$ cat src/rtl/intdiv_adj_seq.sv
// rtl/intdiv_adj_seq.sv - multi-cycle SD2 remainder conversion and quotient/remainder rounding correction
// Converts DPC signed digits per cycle LSB first, then applies the +/-div fix-up in a single cycle.
module intdiv_adj_seq #(
  parameter int WIDTH = 8,
  parameter int DPC   = 2
) (
  input  logic               clk,
  input  logic               rst_n,
  input  logic               start_i,
  input  logic               mode_i,
  input  logic               xmsb_i,
  input  logic               ymsb_i,
  input  logic [WIDTH-1:0]   div_i,
  input  logic [WIDTH-1:0]   quo_i,
  input  logic [2*WIDTH-1:0] rem_sd_i,
  output logic               busy_o,
  output logic               done_o,
  output logic [WIDTH-1:0]   quo_out_o,
  output logic [WIDTH-1:0]   rem_out_o,
  output logic               padj_o,
  output logic               seladj_o
);

  localparam int NCYC  = (WIDTH + DPC - 1) / DPC;
  localparam int CW    = NCYC * DPC;
  localparam int KW    = (NCYC > 1) ? $clog2(NCYC) : 1;
  localparam int LASTN = WIDTH - (NCYC - 1) * DPC;
  localparam logic [KW-1:0] KLAST = KW'(NCYC - 1);

  localparam logic [1:0] SD_NEG1 = 2'b00;
  localparam logic [1:0] SD_POS1 = 2'b11;

  typedef enum logic [1:0] {S_IDLE, S_CONV, S_FIX, S_DONE} state_t;

  state_t               state_q;
  logic [KW-1:0]        k_q;
  logic [2*WIDTH-1:0]   sd_q;
  logic [CW-1:0]        conv_q;
  logic [CW-1:0]        conv_d;
  logic                 borrow_q;
  logic                 zero_q;
  logic                 zero_d;
  logic                 mode_q;
  logic                 xmsb_q;
  logic                 ymsb_q;
  logic [WIDTH-1:0]     div_q;
  logic [WIDTH-1:0]     quo_q;
  logic                 busy_q;
  logic                 done_q;
  logic [WIDTH-1:0]     quo_out_q;
  logic [WIDTH-1:0]     rem_out_q;
  logic                 padj_q;
  logic                 seladj_q;

  logic [DPC:0]         bchain;
  logic [DPC-1:0]       cbits;
  logic [DPC-1:0]       cvalid;

  // Per-slot borrow chain: bit = pos - neg - borrow, so bit is the parity and borrow
  // propagates whenever the difference goes negative.
  assign bchain[0] = borrow_q;
  for (genvar j = 0; j < DPC; j++) begin : g_slot
    logic p;
    logic n;
    assign p             = (sd_q[2*j+1:2*j] == SD_POS1);
    assign n             = (sd_q[2*j+1:2*j] == SD_NEG1);
    assign cbits[j]      = p ^ n ^ bchain[j];
    assign bchain[j+1]   = n | (~p & bchain[j]);
    if (j < LASTN) begin : g_full
      assign cvalid[j] = 1'b1;
    end else begin : g_tail
      assign cvalid[j] = (k_q != KLAST);
    end
  end

  if (NCYC > 1) begin : g_shift
    assign conv_d = {cbits, conv_q[CW-1:DPC]};
  end else begin : g_single
    assign conv_d = cbits;
  end

  assign zero_d = zero_q & ~|(cbits & cvalid);

  logic [WIDTH-1:0] r;
  logic             rs;
  logic             tsign;
  logic             adj;
  logic             toward_div;
  logic [WIDTH-1:0] rem_fix;
  logic [WIDTH-1:0] quo_fix;

  always_comb begin
    r          = conv_q[WIDTH-1:0];
    rs         = r[WIDTH-1];
    tsign      = mode_q ? xmsb_q : ymsb_q;
    adj        = ~zero_q & (rs != tsign);
    toward_div = (rs == xmsb_q);
    rem_fix    = toward_div ? (r - div_q) : (r + div_q);
    quo_fix    = toward_div ? (quo_q + WIDTH'(1)) : (quo_q - WIDTH'(1));
  end

  always_ff @(posedge clk or negedge rst_n) begin
    if (!rst_n) begin
      state_q   <= S_IDLE;
      k_q       <= '0;
      sd_q      <= '0;
      conv_q    <= '0;
      borrow_q  <= 1'b0;
      zero_q    <= 1'b1;
      mode_q    <= 1'b0;
      xmsb_q    <= 1'b0;
      ymsb_q    <= 1'b0;
      div_q     <= '0;
      quo_q     <= '0;
      busy_q    <= 1'b0;
      done_q    <= 1'b0;
      quo_out_q <= '0;
      rem_out_q <= '0;
      padj_q    <= 1'b0;
      seladj_q  <= 1'b1;
    end else begin
      done_q <= 1'b0;
      case (state_q)
        S_IDLE: begin
          if (start_i) begin
            mode_q   <= mode_i;
            xmsb_q   <= xmsb_i;
            ymsb_q   <= ymsb_i;
            div_q    <= div_i;
            quo_q    <= quo_i;
            sd_q     <= rem_sd_i;
            conv_q   <= '0;
            borrow_q <= 1'b0;
            zero_q   <= 1'b1;
            k_q      <= '0;
            busy_q   <= 1'b1;
            state_q  <= S_CONV;
          end
        end
        S_CONV: begin
          sd_q     <= sd_q >> (2 * DPC);
          conv_q   <= conv_d;
          borrow_q <= bchain[DPC];
          zero_q   <= zero_d;
          if (k_q == KLAST) begin
            state_q <= S_FIX;
          end else begin
            k_q <= k_q + KW'(1);
          end
        end
        S_FIX: begin
          if (adj) begin
            rem_out_q <= rem_fix;
            quo_out_q <= quo_fix;
            padj_q    <= 1'b1;
            seladj_q  <= 1'b0;
          end else begin
            rem_out_q <= r;
            quo_out_q <= quo_q;
            padj_q    <= 1'b0;
            seladj_q  <= 1'b1;
          end
          state_q <= S_DONE;
        end
        S_DONE: begin
          done_q  <= 1'b1;
          busy_q  <= 1'b0;
          state_q <= S_IDLE;
        end
        default: state_q <= S_IDLE;
      endcase
    end
  end

  assign busy_o    = busy_q;
  assign done_o    = done_q;
  assign quo_out_o = quo_out_q;
  assign rem_out_o = rem_out_q;
  assign padj_o    = padj_q;
  assign seladj_o  = seladj_q;

endmodule

$ cat config.mk
export PLATFORM = sky130hd
export DESIGN_NAME = intdiv_adj_seq
export DESIGN_NICKNAME = d
export VERILOG_FILES = /design/src/rtl/intdiv_adj_seq.sv
export SDC_FILE = /design/constraint.sdc
export NUM_CORES = 1
export LEC_CHECK = 0
export ABC_AREA = 1
export CORE_MARGIN = 1.5
export CORE_UTILIZATION = 45
export DETAILED_ROUTE_END_ITERATION = 10
export GPL_ROUTABILITY_DRIVEN = 0
export PLACE_DENSITY = 0.74
export SLEW_MARGIN = 0
export SYNTH_ARGS = -nofsm -noshare
export SYNTH_HDL_FRONTEND = slang
export SYNTH_SLANG_ARGS = --single-unit
$ cat constraint.sdc
create_clock -name clk -period 2.2 [get_ports clk]
set_input_delay 0.55 -clock clk [delete_from_list [all_inputs] [get_ports clk]]
set_output_delay 0.55 -clock clk [all_outputs]
set_load 0.05 [all_outputs]
### Word level (Yosys, flattened, before mapping)

Index checks and enable logic that the tools add are counted.

* bits in registers: 69
* word-level logic and storage cells: 81

* $add $sub $neg: 5
* eq/ne operators: 11
* muxes and demuxes: 23
* bitwise gates (word level): 13
* reductions and logical operators: 12

Operator list (count)
* 2-to-1 mux 8 bit: 5
* case mux 16 bit (2 select lines): 1
* 2-to-1 mux 16 bit: 1
* case mux 8 bit (2 select lines): 1
* equality test 2 bit, second input constant: 5
* adder 8 x 1 -> 8 bit, second input constant: 1
* adder 8 bit: 1
* 2-to-1 mux 2 bit: 4
* case mux 2 bit (4 select lines): 1
* AND reduction 2 bit: 4
* subtractor 8 x 1 -> 8 bit, second input constant: 1
* subtractor 8 bit: 1
* logical NOT 2 bit: 3
* 2-to-1 mux 1 bit: 6
* inequality test 2 bit, second input constant: 3
* case mux 1 bit (2 select lines): 3
* bitwise AND 1 bit: 4
* case mux 2 bit (2 select lines): 1
* nonzero test 2 bit: 2
* bitwise XOR 1 bit: 4
* inverter 1 bit: 3
* AND reduction 3 bit: 1
* adder 2 x 1 -> 2 bit, second input constant: 1
* equality test 2 x 1 -> 1 bit, second input constant: 1
* 5 further kinds: 6

### Depth between registers and ports, before layout

* depth after elaboration: 9
* depth in mapped cells: 17

### Worst setup path after synthesis

No wires, ideal clock.

* path type: flip-flop to flip-flop
* start: reg div_q[0]
* end: reg rem_out_q[7] (netlist: rem_out_o[7])
* library setup time: 0.117 ns
* arrival time: 1.983 ns
* required time: 2.083 ns
* slack: 0.100 ns
* stages on the path, launching flop included: 15
* buffers on the path: 0
* path through: dfrtp_1 > inv_1 > ha_1 > inv_1 > nor3_1 > inv_1 > o31ai_1 > xor2_1 > ha_1 > a21oi_1 > nand2_1 > a21oi_1 > nand3_1 > nand3_1 > nand2_1

* cells in the longest elaborated chain, start to end: 3
* elaborated cells on any way between the ends: 4
* those cells by class: 2 x add/sub; 2 x mux

RTL lines
* start: declaration: line 46 `logic [WIDTH-1:0] div_q;`
* start signal: assignment: line 129 `div_q <= div_i;`
* adder 8 bit / subtractor 8 bit (equally long branches): line 98 `rem_fix = toward_div ? (r - div_q) : (r + div_q);`
* 2-to-1 mux 8 bit (*): line 98
* 2-to-1 mux 8 bit (*): line 152 `if (adj) begin`
* end signal: assignment: line 153 `rem_out_q <= rem_fix;`
* end signal: assignment: line 158 `rem_out_q <= r;`
* end: declaration: line 51 `logic [WIDTH-1:0] rem_out_q;`

Mark *: on every way between the ends. The rest lies on a longest branch, timed or not.
A chain may end at the register's enable or synchronous reset.

### Final worst setup path

Same ends and word-level chain as after synthesis.

==> results_dict.tcl <==
set metrics [dict create \
    first_global_vias 3065 \
    vias 3296 \
    slew_viol_final 0 \
    grt_pass1_wl_um 14000 \
    cts_sinks 69 \
    fin_nets 603 \
    cp_data_arrival_time_ns 2.53 \
    final_core_util_pct 60.4 \
    cpLargestDelayFamily "simple AND/OR/NAND/NOR gates" \
    antenna_found_initial 0 \
    drive_gt1_share_pct 16.5 \
    syn-num-nets 520 \
    reg2reg_depth 14 \
    ys_ff_latch 69 \
    critPathBufInv 3 \
    start_kind "register" \
    layout_commonest_cell "nand2_1" \
    hold_violations 0 \
    wl_um 8880 \
    critPathMaxStageDelay_ns 0.41 \
    drt_pre_antenna_iters 4 \
    cts_inserted_buffers 9 \
    setup_viol 2 \
    status "complete, but fails checks" \
    drv.max_cap_violation_count 0 \
    mostFrequentLayoutCells "148 x nand2_1, 64 x dfrtp_1, 55 x clkdlybuf4s50_1, 47 x inv_1, 27 x nor2_1" \
    rsz0062_at_grt "yes" \
    synth_area_um2 3770 \
    overflow 0 \
    clk_pin_slew_ns 0.08 \
    crit_cells 14 \
    initial_core_util_pct 46.2 \
    track_usage_pct 20.2 \
    drc 0 \
    wl_per_cell_um 13.6 \
    ios 58 \
    cts_tree "yes" \
    violations "negative setup slack" \
    hold_buffers 0 \
    crit_chain "inv_2 -> ha_4 -> inv_2 -> nor3_4 -> inv_2 -> o31ai_2 -> xor2_1 -> ha_1 -> a21oi_1 -> nand2_1 -> a21oi_2 -> nand3_1 -> nand3_1 -> nand2_1" \
    antennaDiodeCount 0 \
    crit_fanout 4 \
    hold_class "input port to async pin" \
    fin_crit_ns 2.29 \
    cts_buffer_depth 2 \
    dieArea_um2 8950 \
    postSynthCellCount 459 \
    syn2layout_area_growth_pct 30.9 \
    rows 33 \
    yosysSeqAreaShare_pct 45.8 \
    clock.fmax_ghz 0.437 \
    dp_hpwl_um 6240 \
    timing.final.ws_setup_ns -0.0903 \
    postPlaceCellArea_um2 4540 \
    cp-end-kind "register" \
    yosysWarnings 0 \
    syn_avg_cell_area_um2 8.22 \
    final_area_um2 4940 \
    io_buffers 57 \
    vias_per_cell 5.06 \
    ys_types 36 \
    crit_type "register to register" \
    max_slew_margin_pct 66.4 \
    core_area_um2 8180 \
    drt_iter0_markers 186 \
    cpMaxStageDelayCell "dfrtp_1" \
    grt_max_degree 32 \
    required_ns 2.44 \
    antenna_left 0 \
    finClkSkew_ns 0.0119 \
    tightest_slew_ns 0.502 \
    cts-htree-levels 3 \
    die_x_um 94.6 \
    finalCritPeriodShare_pct 104 \
    clkLatencyLatePin_ns 0.36 \
    die_y_um 94.6 \
    cts_root_buf "clkbuf_8" \
    cpMostUsedCell "inv_2" \
]
[cells by family after synthesis]
group / count (synthesis) / synth area share [%]
buffers and inverters: 70 / 7.89
XOR/XNOR: 14 / 3.25
AND/OR/NAND/NOR: 210 / 22.8
adder cells (fa/ha/maj): 23 / 8.42
flip-flops: 69 / 45.8
AO/OA/AOI/OAI: 73 / 11.8
[worst paths after layout]
path                                      start                        to  slack, ns
max in group asynchronous                 rst_n      seladj_o$_DFFE_PN1P_       1.53
max reg2reg                div_q[0]$_DFFE_PN0P_  rem_out_o[7]$_DFFE_PN0P_      -0.09
max                        div_q[0]$_DFFE_PN0P_  rem_out_o[7]$_DFFE_PN0P_      -0.09
min                                       rst_n  rem_out_o[1]$_DFFE_PN0P_       0.10
min in group clk           seladj_o$_DFFE_PN1P_      seladj_o$_DFFE_PN1P_       0.47
min reg2reg                seladj_o$_DFFE_PN1P_      seladj_o$_DFFE_PN1P_       0.47
[per-layer routing]
layer | routed length, um | GRT usage (%) | up-vias
met1 | 4120 | 28.3 | 1536
met2 | 4160 | 31.1 | 100
met4 | 141 | 6.59 | 0
met3 | 457 | 4.51 | 16
li1 | - | - | 1644
met5 | 0 | 0 | -
[layout make-up]
type	count	area [um^2]
Timing Repair Buffer	83	774
Multi-Input combinational cell	321	1880
Tap cell	105	131
Clock inverter	7	76.3
Inverter	58	220
Sequential cell	69	1730
Fill cell	693	3230
Clock buffer	9	124
[cell usage after synthesis (all sizes together)]
cell / number / area share (%)
inv: 57 / 5.7
nor3: 1 / 0.13
xnor2: 2 / 0.46
clkinv: 1 / 0.099
o31ai: 3 / 0.60
o211ai: 11 / 2.3
a31oi: 12 / 2.0
xor2: 12 / 2.8
clkbuf: 3 / 0.33
fa: 4 / 2.1
dfrtp: 67 / 44
nand3: 21 / 3.1
o22ai: 9 / 1.5
nand4: 2 / 0.33
or2: 1 / 0.17
buf: 9 / 1.7
dfstp: 2 / 1.4
nor2: 28 / 3.0
nand2: 157 / 16
ha: 19 / 6.3
o21ai: 27 / 4.0
a21oi: 11 / 1.5
[flip-flops by register name, summed over array words and instances, names as in the netlist, 2 cells and up]
| name | count |
|---|---|
| state_q | 2 |
| quo_out_o | 8 |
| rem_out_o | 8 |
| div_q | 8 |
| conv_q | 8 |
| k_q | 2 |
| quo_q | 8 |
| sd_q | 16 |
[metrics by stage]
stage	setup slack, ns	instances	hold slack [ns]	setup TNS, ns
after global routing	-0.224	652	0.130	-0.460
after global placement	0.0150	627	0.457	0
final	-0.0903	652	0.102	-0.168
after CTS	0.0278	644	0.104	0
after detailed placement	-0.0766	627	0.461	-0.0766
after floorplan	0.0999	459	0.254	0
[timing repair]
item / in CTS / in global routing
setup endpoints to repair: 1 / 6
resized for setup: 5 / 27
buffers inserted: 1 / 7
gates cloned: 0 / 1
pin swaps: 1 / 12
Power is left out: the tool's default activity adds up to more than one toggle a clock period on the data nets, which glitch-free logic cannot reach.
